--- src/rtl/uart_pkg.sv ---
// Shared types and constants for the UART program loader.
package uart_pkg;

  typedef enum logic [1:0] {
    IDLE,
    START,
    DATA,
    STOP
  } rx_state_t;

  localparam logic [31:0] TERMINATOR      = 32'hFFFF_FFFF;
  localparam int          DEFAULT_CLK_DIV = 868;

endpackage

--- src/rtl/uart_rx_byte.sv ---
// 8N1 UART byte receiver: two-flop synchronizer plus mid-bit sampling FSM.
module uart_rx_byte
  import uart_pkg::*;
#(
  parameter int CLK_DIV = DEFAULT_CLK_DIV
) (
  input  logic       clk,
  input  logic       reset,
  input  logic       rx,
  output logic [7:0] rx_data,
  output logic       byte_valid,
  output logic       frame_err,
  output logic       byte_ready,
  output logic [7:0] byte_next
);

  localparam int             TW   = $clog2(CLK_DIV);
  localparam logic [TW-1:0]  HALF = TW'(CLK_DIV / 2 - 1);
  localparam logic [TW-1:0]  LAST = TW'(CLK_DIV - 1);

  logic          rx_meta;
  logic          rx_sync;
  rx_state_t     state;
  rx_state_t     state_next;
  logic [TW-1:0] timer;
  logic [TW-1:0] timer_next;
  logic [2:0]    bit_idx;
  logic [2:0]    bit_next;
  logic [7:0]    shift_reg;
  logic [7:0]    shift_next;
  logic          bad_stop;

  always_ff @(posedge clk) begin
    if (!reset) begin
      rx_meta    <= 1'b1;
      rx_sync    <= 1'b1;
      state      <= IDLE;
      timer      <= '0;
      bit_idx    <= '0;
      shift_reg  <= '0;
      rx_data    <= '0;
      byte_valid <= 1'b0;
      frame_err  <= 1'b0;
    end else begin
      rx_meta    <= rx;
      rx_sync    <= rx_meta;
      state      <= state_next;
      timer      <= timer_next;
      bit_idx    <= bit_next;
      shift_reg  <= shift_next;
      byte_valid <= byte_ready;
      frame_err  <= bad_stop;
      if (byte_ready) begin
        rx_data <= shift_reg;
      end
    end
  end

  // The stop bit is judged at its midpoint and the FSM returns to IDLE at once,
  // so a following start bit with no idle gap is still caught.
  always_comb begin
    state_next = state;
    timer_next = timer + 1'b1;
    bit_next   = bit_idx;
    shift_next = shift_reg;
    byte_ready = 1'b0;
    bad_stop   = 1'b0;
    case (state)
      IDLE: begin
        timer_next = '0;
        if (!rx_sync) begin
          state_next = START;
        end
      end
      START: begin
        if (timer == HALF) begin
          timer_next = '0;
          bit_next   = '0;
          state_next = rx_sync ? IDLE : DATA;
        end
      end
      DATA: begin
        if (timer == LAST) begin
          timer_next = '0;
          shift_next = {rx_sync, shift_reg[7:1]};
          if (bit_idx == 3'd7) begin
            state_next = STOP;
          end else begin
            bit_next = bit_idx + 1'b1;
          end
        end
      end
      STOP: begin
        if (timer == LAST) begin
          timer_next = '0;
          state_next = IDLE;
          if (rx_sync) begin
            byte_ready = 1'b1;
          end else begin
            bad_stop = 1'b1;
          end
        end
      end
      default: begin
        state_next = IDLE;
        timer_next = '0;
      end
    endcase
  end

  assign byte_next = shift_reg;

endmodule

--- src/rtl/uart_word_loader.sv ---
// Assembles received UART bytes big-endian into 32-bit words and writes them to memory.
module uart_word_loader
  import uart_pkg::*;
#(
  parameter int CLK_DIV = DEFAULT_CLK_DIV,
  parameter int ADDR_W  = 8
) (
  input  logic              clk,
  input  logic              reset,
  input  logic              rx,
  output logic [7:0]        rx_data,
  output logic              byte_valid,
  output logic              we,
  output logic [ADDR_W-1:0] memadr,
  output logic [31:0]       memdata,
  output logic [31:0]       rx_check,
  output logic              frame_err,
  output logic              done
);

  logic              byte_ready;
  logic [7:0]        byte_next;
  logic [1:0]        byte_cnt;
  logic [23:0]       word_buf;
  logic [ADDR_W-1:0] word_idx;
  logic [31:0]       full_word;

  uart_rx_byte #(
    .CLK_DIV(CLK_DIV)
  ) u_rx (
    .clk       (clk),
    .reset     (reset),
    .rx        (rx),
    .rx_data   (rx_data),
    .byte_valid(byte_valid),
    .frame_err (frame_err),
    .byte_ready(byte_ready),
    .byte_next (byte_next)
  );

  assign full_word = {word_buf, byte_next};

  // Acting on byte_ready (the edge that raises byte_valid) lines we up with
  // the byte_valid of the fourth byte.
  always_ff @(posedge clk) begin
    if (!reset) begin
      byte_cnt <= '0;
      word_buf <= '0;
      word_idx <= '0;
      we       <= 1'b0;
      memadr   <= '0;
      memdata  <= '0;
      rx_check <= '0;
      done     <= 1'b0;
    end else begin
      we <= 1'b0;
      if (we) begin
        word_idx <= word_idx + 1'b1;
        if (rx_check != '1) begin
          rx_check <= rx_check + 32'd1;
        end
      end
      if (byte_ready && !done) begin
        if (byte_cnt == 2'd3) begin
          byte_cnt <= '0;
          if (full_word == TERMINATOR) begin
            done <= 1'b1;
          end else begin
            we      <= 1'b1;
            memadr  <= word_idx;
            memdata <= full_word;
          end
        end else begin
          word_buf <= {word_buf[15:0], byte_next};
          byte_cnt <= byte_cnt + 1'b1;
        end
      end
    end
  end

endmodule

--- config.mk ---
export PLATFORM = sky130hd
export DESIGN_NAME = uart_word_loader
export DESIGN_NICKNAME = d
export VERILOG_FILES = /design/src/rtl/uart_pkg.sv /design/src/rtl/uart_rx_byte.sv /design/src/rtl/uart_word_loader.sv
export SDC_FILE = /design/constraint.sdc
export NUM_CORES = 1
export LEC_CHECK = 0
export CORE_MARGIN = 2
export CORE_UTILIZATION = 54
export CTS_BUF_LIST = sky130_fd_sc_hd__clkbuf_8 sky130_fd_sc_hd__clkbuf_16
export CTS_CLUSTER_DIAMETER = 200
export CTS_CLUSTER_SIZE = 24
export DETAILED_ROUTE_END_ITERATION = 16
export PLACE_DENSITY = 0.78
export SLEW_MARGIN = 15
export SYNTH_ARGS = -nofsm -noshare
export SYNTH_HDL_FRONTEND = slang
export SYNTH_HIERARCHICAL = 1
export SYNTH_SLANG_ARGS = --single-unit
--- constraint.sdc ---
create_clock -name clk -period 4 [get_ports clk]
set_input_delay 0.8 -clock clk [delete_from_list [all_inputs] [get_ports clk]]
set_output_delay 0.8 -clock clk [all_outputs]
set_load 0.02 [all_outputs]
==> After elaboration in Yosys (flattened, before gate mapping) <==
Cells that the tools add are included.
{ "word_totals": {"ff_bits": 143, "inputBits": 3, "out_inout_bits": 84, "elab_cells": 73} }
{ "classes": {"add_sub_neg": 5, "eq_ne": 15, "muxes": 20, "bitwise_logic": 2, "n_reduce_logical": 14} }
{ "ops": {"columns": ["op", "n"], "rows": [
  ["32-bit by 1-bit adder with 32-bit output (second input constant)", 1],
  ["32-bit equality test (second input constant)", 1],
  ["32-bit != test (second input constant)", 1],
  ["10-bit one-hot mux with 3 select lines", 1],
  ["10-bit two-way mux", 2],
  ["2-bit two-way mux", 7],
  ["3-bit AND reduction", 4],
  ["10-bit by 1-bit adder with 10-bit output (second input constant)", 1],
  ["10-bit equality test (second input constant)", 1],
  ["10-bit by 9-bit equality test with 1-bit output (second input constant)", 1],
  ["3-bit two-way mux", 3],
  ["8-bit by 1-bit adder with 8-bit output (second input constant)", 1],
  ["2-bit by 1-bit != test with 1-bit output (second input constant)", 4],
  ["2-bit one-hot mux with 4 select lines", 1],
  ["2-bit equality test (second input constant)", 3],
  ["3-bit one-hot mux with 2 select lines", 1],
  ["2-bit AND reduction", 3],
  ["1-bit two-way mux", 5],
  ["5-bit AND reduction", 1],
  ["2-bit != test (second input constant)", 2],
  ["4-bit AND reduction", 1],
  ["3-bit by 1-bit adder with 3-bit output (second input constant)", 1],
  ["3-bit equality test (second input constant)", 1],
  ["2-bit by 1-bit adder with 2-bit output (second input constant)", 1],
  ["other kinds (7)", 8]
]} }

==> Depth between registers and ports, before layout <==
{ "depth": {"ltp_word": 5, "mapped_depth": 10, "depth_no_buf": 9} }

==> Hierarchy <==
Netlist, hierarchy kept.
{ "by_module_without_submodules": {"columns": ["mod", "instances", "cells_each", "area_each_um2", "seq_area_each_um2"], "rows": [
  ["uart_word_loader", 1, 485, 4355.4, 2162.1],
  ["uart_rx_byte", 1, 159, 1476.4, 700.7]
]} }

==> Least setup slack after synthesis <==
OpenSTA, ideal clock, no wires.
{ "synth_path": {"kind": "register to register", "from": "reg u_rx.timer[0]", "to": "reg memdata[3]", "setup_time_ns": 0.128, "arrival_ns": 2.608, "required_ns": 3.872, "setup_slack_ns": 1.264, "path_stages_with_launch": 10, "path_cell_list": "dfxtp_1 > ha_1 > and4bb_2 > nand3_1 > nor3_1 > nand2b_1 > a211oi_1 > clkbuf_1 > mux2i_1 > nor2_1"} }
{ "synth_via": {"elab_chain_len": 5} }
{ "synth_lines": {"columns": ["element", "line_no", "source"], "rows": [
  ["from (decl)", "uart_rx_byte.sv:25", "logic [TW-1:0] timer;"],
  ["from (signal assigned)", "uart_rx_byte.sv:48", "timer <= timer_next;"],
  ["10-bit equality test", "uart_rx_byte.sv:94", "if (timer == LAST) begin"],
  ["1-bit two-way mux", "uart_rx_byte.sv:94", null],
  ["1-bit two-way mux", "uart_rx_byte.sv:68", "case (state)"],
  ["net byte_ready", "uart_word_loader.sv:21", "logic byte_ready;"],
  ["1-bit logical AND", "uart_word_loader.sv:63", "if (byte_ready && !done) begin"],
  ["3-bit AND reduction (no source line)", null, null],
  ["to (signal assigned)", "uart_word_loader.sv:71", "memdata <= full_word;"],
  ["to (decl)", "uart_word_loader.sv:15", "output logic [31:0] memdata,"]
]} }
The timed path passes the listed nets, and every way through them passes these cells.
A chain may end at the register's enable or synchronous reset.

==> Worst setup path after layout <==
{ "layout_path": {"from": "reg u_rx.timer[0]", "to": "reg memadr[0]"} }
{ "layout_via": {"elab_chain_len": 5} }
{ "layout_lines": {"columns": ["element", "line_no", "source"], "rows": [
  ["10-bit equality test", "uart_rx_byte.sv:94", null],
  ["1-bit two-way mux", "uart_rx_byte.sv:94", null],
  ["1-bit two-way mux", "uart_rx_byte.sv:68", null],
  ["net byte_ready", "uart_word_loader.sv:21", null],
  ["1-bit logical AND", "uart_word_loader.sv:63", null],
  ["3-bit AND reduction (no source line)", null, null],
  ["to (signal assigned)", "uart_word_loader.sv:70", "memadr <= word_idx;"],
  ["to (decl)", "uart_word_loader.sv:14", "output logic [ADDR_W-1:0] memadr,"]
]} }
The timed path passes the listed nets, and every way through them passes these cells.

==> results.py <==
metrics = {
    "finish": {
        "final_layout_size_suffix_gt1_share_pct": 7.38,
        "nets": 730,
        "syn2layout_area_growth_pct": 27.3,
        "antenna_cells": 0,
        "final_core_util_pct": 71.3,
        "nFillCells": 770,
        "fin_cells": 868,
    },
    "setup_path": {
        "path_cells": "ha_1, and4bb_2, nand3_1, nor3_1, nand2b_1, a211oi_4, buf_12, mux2i_1, nor2_1",
        "startpoint": "u_rx/timer[0]$_SDFF_PN0_",
        "crit_slowest_cell": "a211oi_4",
        "crit_path_end": "memadr[0]$_SDFFE_PN0P_",
        "rr_startpoint": "u_rx/timer[0]$_SDFF_PN0_",
        "crit_required_ps": 4390,
        "cp_num_buf_inv": 1,
        "crit_family": "simple AND/OR/NAND/NOR gates",
        "crit_type": "flop to flop",
        "crit_fanout": 35,
        "cp_slowest_stage_delay_ps": 530,
        "cp.arrival_ps": 3380,
        "reg2regPathDepth": 9,
        "cp-start-kind": "flop",
        "crit_cells": 9,
        "ff2ff_setup_slack_ps": 1000,
        "endpoint_kind": "flop",
        "reg2reg_to": "memadr[0]$_SDFFE_PN0P_",
    },
    "timing": {
        "fin_crit_ps": 3000,
        "relSlewSlack_pct": 30.5,
        "max_freq_mhz": 334,
        "rsz0062_at_grt": "false",
        "whs_ps": 413,
        "fin_skew_ps": 9.29,
        "worstMarginPinSlew_ps": 1040,
        "min_period_over_period_pct": 74.9,
        "finalMaxSlewViolations": 0,
        "setup_tns_ps": 0,
        "setup_viol": 0,
        "hold_viol": 0,
    },
    "logic_synthesis": {
        "syn_area_per_cell_um2": 9.06,
        "synth_top_area_share_pct": 49.1,
        "synth-compound-area-share_pct": 9.91,
        "synth_xor_area_share_pct": 4.05,
        "synth_fa_ha_area_share_pct": 1.50,
        "synth.largest_area_cell": "dfxtp_1",
        "synth_flop_cell": "dfxtp_1",
        "ys_types": 56,
        "synth_edf_count": 0,
        "seq_area_frac_synth_pct": 49.1,
        "synthMuxAreaShare_pct": 7.72,
        "synth_area_um2": 5830,
        "synth_top_family_by_area": "simple AND/OR/NAND/NOR gates",
        "ys_warn_count": 6,
        "yosys.area_share.simple_pct": 24.7,
        "synth.most_common_cell": "dfxtp_1",
        "synth_commonest_cells": "dfxtp_1, nand2_1, nor2_1, mux2i_1, a21oi_1",
        "netlist_top_cells_area": "dfxtp_1, mux2i_1, nand2_1",
        "synth_cells": 644,
        "synth_seq_cells": 143,
        "async_flop_share_pct": 0,
        "synth.net_count": 654,
    },
    "clock_tree": {
        "clock-sinks": 143,
        "ctsHoldBuffers": 0,
        "cts_resized": 0,
        "worstSkewPairLatency_ps": 510,
        "root_buffer": "clkbuf_8",
        "htreeDepth": 4,
        "path_clk_slew_ps": 60,
        "clock_path_buffers": 2,
        "cts_tree": "yes",
        "postCtsSetupRepairBufs": 0,
        "cts_buffers": 17,
    },
    "route": {
        "via_per_inst": 5.72,
        "dr.pass1.iters": 5,
        "vias": 4969,
        "ant_nets": 0,
        "drt_wl_total_mm": 13.4,
        "wire_per_inst_um": 15.4,
        "drt_iter0_markers": 261,
        "drc": 0,
    },
    "power": {
        "ir_worst_vdd_uv": 363,
        "total_power_mw": 3.13,
        "power.density_nw_per_um2": 422,
        "leakage_nw": 2.47,
    },
    "die": {
        "die_x_um": 108,
        "pin_count": 87,
        "num_rows": 37,
        "die-area_um2": 11600,
        "core_um2": 10400,
        "die_y_um": 108,
        "start_util_pct": 56.0,
    },
    "global_route": {
        "antenna_found_initial": 0,
        "grt_max_degree": 54,
        "grt_pass1_vias": 4642,
        "gr-total-overflow": 0,
        "grt_use_total_pct": 24.0,
        "grt_pass1_wl_mm": 22.2,
    },
    "placement": {
        "globalplace.congestion": 0.827,
        "port_buffers": 86,
        "dpl.hpwl_mm": 9.01,
        "placedCellCount": 837,
    },
    "min_path": {
        "whs_path_depth": 1,
        "hold_class": "flop to flop",
    },
    "job": {
        "cap_violations": 0,
    },
    "status": {
        "outcome": "finished clean",
    },
}
==> layout make-up <==
cell class	count	area (um2)	share of cell area, %
clock buffers	17	414	5.58
multi-input cells	457	2810	37.9
flip-flops and latches	143	2860	38.6
repair buffers	91	911	12.3
inverters	10	37.5	0.506
well taps	136	170	2.29
clock inverters	14	215	2.90
==> per-layer routing <==
metal	track usage (%)	wire, um
met4	7.60	136
met5	0	0
met3	5.69	584
met2	39.9	6650
met1	30.8	6020
==> logic make-up after synthesis <==
family	Yosys count
muxes	45
DFF	143
and+or+nand+nor	285
xor gates and xnor gates	27
AOI/OAI and AO/OA	93
adders and majority gates	7
buffers and inverters	44
==> state kept, by name, indices dropped and copies added (netlist names), named ones only <==
name             count
byte_cnt             2
done                 1
memadr               8
memdata             32
rx_check            32
u_rx/bit_idx         3
u_rx/byte_next       8
u_rx/byte_valid      1
u_rx/frame_err       1
u_rx/rx_data         8
u_rx/rx_meta         1
u_rx/rx_sync         1
u_rx/state           1
u_rx/timer          10
we                   1
word_buf            24
word_idx             8
==> layout by cell type (no fill, tap or decap), drive strengths merged, types with 7 or more instances in the layout <==
| cell | count |
|---|---|
| a21oi | 40 |
| and3 | 7 |
| clkbuf | 17 |
| clkdlybuf4s50 | 86 |
| dfxtp | 143 |
| ha | 7 |
| inv | 11 |
| mux2i | 45 |
| nand2 | 81 |
| nand2b | 8 |
| nand3 | 35 |
| nand4 | 25 |
| nor2 | 77 |
| nor3 | 7 |
| nor4 | 8 |
| o21ai | 26 |
| or3 | 11 |
| xnor2 | 14 |
| xor2 | 13 |
==> where the power goes <==
group,internal (mW),total (mW),switching [mW]
sequential,1.43,1.43,0.00228
clock,1.07,1.67,0.599
combinational,0.00719,0.0326,0.0254
==> per-stage QoR <==
stage	worst slack, ps	area, um2
floorplan	1260	5830
global placement	1260	6790
detailed placement	1100	6790
CTS	1060	7420
global route	775	7420
finish	1000	7420
==> worst min path at each step <==
stage	startpoint	to	slack [ps]
global placement	u_rx/rx_meta$_SDFF_PN1_	u_rx/rx_sync$_SDFF_PN1_	390
CTS	u_rx/rx_meta$_SDFF_PN1_	u_rx/rx_sync$_SDFF_PN1_	420
global route	u_rx/rx_meta$_SDFF_PN1_	u_rx/rx_sync$_SDFF_PN1_	450
floorplan	u_rx/rx_meta$_SDFF_PN1_	u_rx/rx_sync$_SDFF_PN1_	390
finish	u_rx/rx_meta$_SDFF_PN1_	u_rx/rx_sync$_SDFF_PN1_	410
detailed placement	u_rx/rx_meta$_SDFF_PN1_	u_rx/rx_sync$_SDFF_PN1_	400
==> worst reg2reg max path: cells and delay by family, from the launching register on <==
family / cells / cell delay [ps]
multiplexers: 1 / 280
AO/OA/AOI/OAI: 1 / 530
adder cells (fa/ha/maj): 1 / 220
buffers and inverters: 1 / 320
AND/OR/NAND/NOR: 5 / 1120
flip-flops: 1 / 390
No activity file was read; power rests on OpenSTA's default activity.
